[config.mk]
export PLATFORM = sky130hd
export DESIGN_NAME = alu_serial
export DESIGN_NICKNAME = d
export VERILOG_FILES = /design/src/rtl/alu_serial_pkg.sv /design/src/rtl/alu_serial_digit.sv /design/src/rtl/alu_serial.sv
export SDC_FILE = /design/constraint.sdc
export NUM_CORES = 1
export LEC_CHECK = 0
export ABC_CLOCK_PERIOD_IN_PS = 1900
export CAP_MARGIN = 5
export CORE_MARGIN = 2
export CORE_UTILIZATION = 30
export CTS_CLUSTER_DIAMETER = 50
export DETAILED_ROUTE_END_ITERATION = 7
export SYNTH_ARGS = -nofsm -noshare
export SYNTH_HDL_FRONTEND = slang
export SYNTH_SLANG_ARGS = --single-unit
[constraint.sdc]
create_clock -name clk -period 1.9 [get_ports clk]
set_input_delay 0.38 -clock clk [delete_from_list [all_inputs] [get_ports clk]]
set_output_delay 0.38 -clock clk [all_outputs]
set_load 0.01 [all_outputs]
[src/rtl/alu_serial_pkg.sv]
// Shared types and helpers for the digit-serial ALU.
package alu_serial_pkg;

    localparam int DIGIT_MAX = 16;

    typedef enum logic [1:0] {
        OP_NONE  = 2'd0,
        OP_AND   = 2'd1,
        OP_XOR   = 2'd2,
        OP_ARITH = 2'd3
    } op_e;

    // Resolve the one-hot-ish op pins with ARITH > XOR > AND priority.
    function automatic op_e op_decode(input logic arith, input logic xr, input logic an);
        if (arith) begin
            return OP_ARITH;
        end else if (xr) begin
            return OP_XOR;
        end else if (an) begin
            return OP_AND;
        end
        return OP_NONE;
    endfunction

endpackage

[src/rtl/alu_serial_digit.sv]
// Combinational DIGIT-wide slice: add / xor / and on one digit of the word.
module alu_serial_digit
    import alu_serial_pkg::*;
#(
    parameter int DIGIT = 1
) (
    input  logic [DIGIT-1:0] x_i,
    input  logic [DIGIT-1:0] y_i,
    input  logic             c_i,
    input  op_e              op_i,
    output logic [DIGIT-1:0] sum_o,
    output logic             c_out_o,
    output logic             c_into_msb_o
);

    logic [DIGIT:0] add_w;

    assign add_w = {1'b0, x_i} + {1'b0, y_i} + {{DIGIT{1'b0}}, c_i};

    // Select the digit result; carries are only meaningful for ARITH.
    always_comb begin
        sum_o        = '0;
        c_out_o      = 1'b0;
        c_into_msb_o = 1'b0;
        case (op_i)
            OP_ARITH: begin
                sum_o        = add_w[DIGIT-1:0];
                c_out_o      = add_w[DIGIT];
                // The MSB sum bit is x^y^cin, so cin is recovered without a second adder.
                c_into_msb_o = add_w[DIGIT-1] ^ x_i[DIGIT-1] ^ y_i[DIGIT-1];
            end
            OP_XOR:  sum_o = x_i ^ y_i;
            OP_AND:  sum_o = x_i & y_i;
            default: sum_o = '0;
        endcase
    end

endmodule

[src/rtl/alu_serial.sv]
// Digit-serial ALU: framed words, LSB digit first, 2-cycle pipeline, carry loop
// closed in stage 2 so back-to-back digits see the previous digit's carry.
module alu_serial
    import alu_serial_pkg::*;
#(
    parameter int DIGIT = 1
) (
    input  logic             clk,
    input  logic             rst_n,
    input  logic             in_valid,
    input  logic             in_first,
    input  logic             in_last,
    input  logic [DIGIT-1:0] X,
    input  logic [DIGIT-1:0] Y,
    input  logic             Carry_in,
    input  logic             Cmpl_X,
    input  logic             Cmpl_Y,
    input  logic             Op_XOR,
    input  logic             Op_AND,
    input  logic             Op_ARITH,
    output logic             out_valid,
    output logic             out_last,
    output logic [DIGIT-1:0] Sum,
    output logic             Carry_out,
    output logic             Overflow,
    output logic             Zero
);

    // Word controls latched on the first digit
    logic cin_lat_q, cin_lat_d;
    logic cmplx_lat_q, cmplx_lat_d;
    logic cmply_lat_q, cmply_lat_d;
    op_e  op_lat_q, op_lat_d;
    logic open_q, open_d;

    // Stage 1
    logic             vld_p1_q, vld_p1_d;
    logic             first_p1_q, first_p1_d;
    logic             last_p1_q, last_p1_d;
    logic             cin_p1_q, cin_p1_d;
    op_e              op_p1_q, op_p1_d;
    logic [DIGIT-1:0] x_p1_q, x_p1_d;
    logic [DIGIT-1:0] y_p1_q, y_p1_d;

    // Stage 2 and the carry / zero loop
    logic             carry_q, carry_d;
    logic             zacc_q, zacc_d;
    logic             vld_p2_q, vld_p2_d;
    logic             last_p2_q, last_p2_d;
    logic [DIGIT-1:0] sum_p2_q, sum_p2_d;
    logic             co_p2_q, co_p2_d;
    logic             ov_p2_q, ov_p2_d;
    logic             z_p2_q, z_p2_d;

    logic             start_w;
    logic             accept_w;
    logic             cmplx_w;
    logic             cmply_w;
    logic             c_use_w;
    logic [DIGIT-1:0] sum_w;
    logic             cout_w;
    logic             cmsb_w;
    logic             zero_w;
    logic             arith_w;

    // Input framing: capture controls on in_first, drop digits outside a word.
    always_comb begin
        start_w     = in_valid & in_first;
        accept_w    = in_valid & (in_first | open_q);
        cin_lat_d   = cin_lat_q;
        cmplx_lat_d = cmplx_lat_q;
        cmply_lat_d = cmply_lat_q;
        op_lat_d    = op_lat_q;
        if (start_w) begin
            cin_lat_d   = Carry_in;
            cmplx_lat_d = Cmpl_X;
            cmply_lat_d = Cmpl_Y;
            op_lat_d    = op_decode(Op_ARITH, Op_XOR, Op_AND);
        end
        open_d     = accept_w ? ~in_last : open_q;
        cmplx_w    = start_w ? Cmpl_X : cmplx_lat_q;
        cmply_w    = start_w ? Cmpl_Y : cmply_lat_q;
        vld_p1_d   = accept_w;
        first_p1_d = in_first;
        last_p1_d  = in_last;
        cin_p1_d   = cin_lat_d;
        op_p1_d    = op_lat_d;
        x_p1_d     = X ^ {DIGIT{cmplx_w}};
        y_p1_d     = Y ^ {DIGIT{cmply_w}};
    end

    // Latched word controls and stage-1 control flops.
    always_ff @(posedge clk or negedge rst_n) begin
        if (!rst_n) begin
            cin_lat_q   <= 1'b0;
            cmplx_lat_q <= 1'b0;
            cmply_lat_q <= 1'b0;
            op_lat_q    <= OP_NONE;
            open_q      <= 1'b0;
            vld_p1_q    <= 1'b0;
            first_p1_q  <= 1'b0;
            last_p1_q   <= 1'b0;
            cin_p1_q    <= 1'b0;
            op_p1_q     <= OP_NONE;
        end else begin
            cin_lat_q   <= cin_lat_d;
            cmplx_lat_q <= cmplx_lat_d;
            cmply_lat_q <= cmply_lat_d;
            op_lat_q    <= op_lat_d;
            open_q      <= open_d;
            vld_p1_q    <= vld_p1_d;
            first_p1_q  <= first_p1_d;
            last_p1_q   <= last_p1_d;
            cin_p1_q    <= cin_p1_d;
            op_p1_q     <= op_p1_d;
        end
    end

    // Stage-1 operand data; qualified downstream by vld_p1_q so no reset needed.
    always_ff @(posedge clk) begin
        x_p1_q <= x_p1_d;
        y_p1_q <= y_p1_d;
    end

    // ---- stage 1 / stage 2 boundary ----

    assign c_use_w = first_p1_q ? cin_p1_q : carry_q;

    alu_serial_digit #(
        .DIGIT(DIGIT)
    ) u_digit (
        .x_i          (x_p1_q),
        .y_i          (y_p1_q),
        .c_i          (c_use_w),
        .op_i         (op_p1_q),
        .sum_o        (sum_w),
        .c_out_o      (cout_w),
        .c_into_msb_o (cmsb_w)
    );

    // Carry loop, zero accumulation and status generation for the last digit.
    always_comb begin
        arith_w   = (op_p1_q == OP_ARITH);
        zero_w    = (first_p1_q | zacc_q) & (sum_w == '0);
        carry_d   = carry_q;
        zacc_d    = zacc_q;
        if (vld_p1_q) begin
            carry_d = arith_w & cout_w;
            zacc_d  = last_p1_q ? 1'b1 : zero_w;
        end
        vld_p2_d  = vld_p1_q;
        last_p2_d = vld_p1_q & last_p1_q;
        sum_p2_d  = vld_p1_q ? sum_w : '0;
        co_p2_d   = vld_p1_q & last_p1_q & arith_w & cout_w;
        ov_p2_d   = vld_p1_q & last_p1_q & arith_w & (cout_w ^ cmsb_w);
        z_p2_d    = vld_p1_q & last_p1_q & zero_w;
    end

    // Stage-2 output and loop registers.
    always_ff @(posedge clk or negedge rst_n) begin
        if (!rst_n) begin
            carry_q   <= 1'b0;
            zacc_q    <= 1'b1;
            vld_p2_q  <= 1'b0;
            last_p2_q <= 1'b0;
            sum_p2_q  <= '0;
            co_p2_q   <= 1'b0;
            ov_p2_q   <= 1'b0;
            z_p2_q    <= 1'b0;
        end else begin
            carry_q   <= carry_d;
            zacc_q    <= zacc_d;
            vld_p2_q  <= vld_p2_d;
            last_p2_q <= last_p2_d;
            sum_p2_q  <= sum_p2_d;
            co_p2_q   <= co_p2_d;
            ov_p2_q   <= ov_p2_d;
            z_p2_q    <= z_p2_d;
        end
    end

    assign out_valid = vld_p2_q;
    assign out_last  = last_p2_q;
    assign Sum       = sum_p2_q;
    assign Carry_out = co_p2_q;
    assign Overflow  = ov_p2_q;
    assign Zero      = z_p2_q;

endmodule

==> out/results.tsv <==
stage	metric	value	unit
run_status	status	finished clean	
placement	dpl.hpwl	810	um
final_layout	multi_input_area	259	um2
cts	cts_tree	yes	
critical_path	cp_cell_sequence	o21ai_0 > fa_1 > mux2i_1 > mux2i_1 > a32oi_1	
cts	cts_sinks	19	
timing	tns	0	ns
timing	hold_viol	0	
cts	clkTransAtPathRegs	0.10	ns
critical_path	cp_num_buf_inv	0	
power_and_ir_drop	powerDensity	903	nW/um2
job	maxCapViolations	0	
die	ios	19	
placement	gp_congestion	0.787	
logic_synthesis	syn_area_per_cell	12.4	um2
final_layout	nFillCells	240	
critical_path	rrSetupSlack	0.24	ns
critical_path	required	2.12	ns
logic_synthesis	synth_cell_types	21	
die	die_w	53.8	um
die	rows	18	
final_layout	regMostFlops	op_p1_q	
global_routing	grt_pass1_wl	1650	um
route	wl_per_cell	9.14	um
route	drt_iter0_drc	3	
logic_synthesis	ys_ff_latch	19	
power_and_ir_drop	ir_drop	433	uV
timing	fin_skew	0.00135	ns
route	route.layer.met1.wl	494	um
cts	cts_max_level	1	
worst_hold_path	hp-class	primary input to async pin	
final_layout	drive_gt1_share	12.0	%
final_layout	largest_register_ffs	2	
route	viasPerCell	4.21	
critical_path	cp.arrival	1.89	ns
timing	finalSetupViolCount	0	
die	die_y	53.8	um
final_layout	n_antenna_cell	0	
cts	cts_resized	0	
timing	worst_hold_slack	0.390	ns
route	drtPass1Iterations	3	
cts	insertion_delay	0.29	ns
critical_path	crit_type	register to register	
cts	post-cts-setup-buffers	0	
critical_path	crit_path_end_kind	register	
timing	rsz0062_at_grt	no	
timing	tightest_slew	0.218	ns
logic_synthesis	syn-cell-area	744	um2
route	via_count	476	
global_routing	overflow	0	
route	remaining_drc_errors	0	
final_layout	final_common_cell	clkdlybuf4s50_1	
cts	hold_buffers	0	
timing	slew_violations	0	
die	die_area	2900	um2
critical_path	crit_path_top_delay_cell	fa_1	
final_layout	final_cell_mix	clkdlybuf4s50_1, dfrtp_1, o21ai_0	
final_layout	nNetsFinal	99	
critical_path	cp_top_family	adder cells	
global_routing	first_global_vias	386	
logic_synthesis	synth_fp_nets	75	
cts	cts_buffer_depth	2	
global_routing	grt_max_degree	18	
timing	clock.fmax	601	MHz
route	dr_wl_met3	89	um
critical_path	cpMostUsedCell	mux2i_1	
power_and_ir_drop	p_leak	0.448	nW
cts	cts_inserted_buffers	3	
global_routing	grt_usage	8.48	%
critical_path	reg2reg_depth	5	
route	top_layer_used	met4	
final_layout	area_growth	33.9	%
placement	portBuffers	18	
route	drtAntennaViolNets	0	
logic_synthesis	syn-instance-count	60	
critical_path	r2r_end	zacc_q	
placement	dpl_cell_area	970	um2
die	core_area	2410	um2
route	wirelength	1030	um
logic_synthesis	synth_seq_area_share	62.7	%
die	start_util	30.9	%
timing	slew_headroom	85.1	%
timing	fin_crit_sh	87.5	%
final_layout	design_area	997	um2
cts	root_buffer	clkbuf_4	
critical_path	max_stage_delay	0.49	ns
global_routing	antenna_found_initial	0	
logic_synthesis	yosysWarnings	0	
critical_path	r2r-start	first_p1_q	
timing	period_needed	1.66	ns
critical_path	crit_fanout	4	
route	wl_met2	426	um
critical_path	start_kind	register	
final_layout	seq_area	467	um2
-- synthesized netlist by cell type --
cell	n	area, um2
and2_1	2	12.5
mux2i_1	2	20.0
fa_1	1	20.0
dfxtp_1	2	40.0
nand3_1	1	5.00
nand4_1	1	6.26
mux2_4	2	30.0
ha_1	1	12.5
nor2_1	4	15.0
dfstp_2	1	26.3
mux2_2	1	11.3
o21a_1	1	7.51
xor2_1	2	17.5
dfrtp_1	16	400
nand2_2	1	6.26
nand2_1	4	15.0
a32oi_1	1	8.76
inv_1	5	18.8
o21ai_0	6	30.0
xnor2_1	3	26.3
a21oi_1	3	15.0
-- layout make-up --
type	instances	share of cell area [%]
sequential	19	46.8
multi-input combinational	36	26.0
timing repair buffer	19	18.8
tap	30	3.76
clock buffer	3	2.26
inverter	5	1.88
clock inverter	1	0.502
-- cell families (layout without fill, tap and decap cells) --
kind of cell | count (synthesis) | count (layout) | share of synthesized area [%]
and+or+nand+nor | 13 | 13 | 8.07
xor gates and xnor gates | 5 | 5 | 5.88
buffers and inverters | 5 | 28 | 2.52
AOI/OAI and AO/OA | 11 | 11 | 8.24
DFF | 19 | 19 | 62.7
muxes | 5 | 5 | 8.24
adders and majority gates | 2 | 2 | 4.37
-- power by group --
group	internal, W	leakage [nW]	switching, W	total [W]
logic	0.000126	0.202	0.0000881	0.000214
clock network	0.0000783	0.0177	0.000118	0.000197
registers	0.000456	0.228	0.0000338	0.000490
-- worst max path at each step --
stage,start,end,slack (ns),cells past startpoint
2_1_floorplan,first_p1_q,Sum,0.37,5
6_report,first_p1_q,zacc_q,0.24,5
3_5_place_dp,first_p1_q,zacc_q,0.24,5
4_1_cts,first_p1_q,zacc_q,0.24,5
5_1_grt,first_p1_q,zacc_q,0.1,5
3_3_place_gp,in_first,x_p1_q,0.25,4
-- per-stage QoR --
| step | util, % | power, W | cells | setup WS (ns) |
|---|---|---|---|---|
| 2_1_floorplan | - | 0.000633 | 60 | 0.374 |
| 3_3_place_gp | 40.2 | 0.000709 | 109 | 0.245 |
| 3_5_place_dp | 40.2 | 0.000715 | 109 | 0.241 |
| 4_1_cts | 41.4 | 0.000919 | 113 | 0.236 |
| 5_1_grt | 41.4 | 0.000967 | 113 | 0.0998 |
| 6_report | 41.4 | 0.000901 | 113 | 0.237 |
-- worst register-to-register path: stages (launching register included) --
cell and delay (ns):
dfrtp_1 0.41, o21ai_0 0.23, fa_1 0.49, mux2i_1 0.15
mux2i_1 0.12, a32oi_1 0.20
-- layer usage --
layer,up-vias,track usage [%]
li1,245,-
met1,209,10.8
met2,20,12.6
met3,2,2.50
met4,0,5.13
met5,-,0
(Power assumes the default switching activity.)
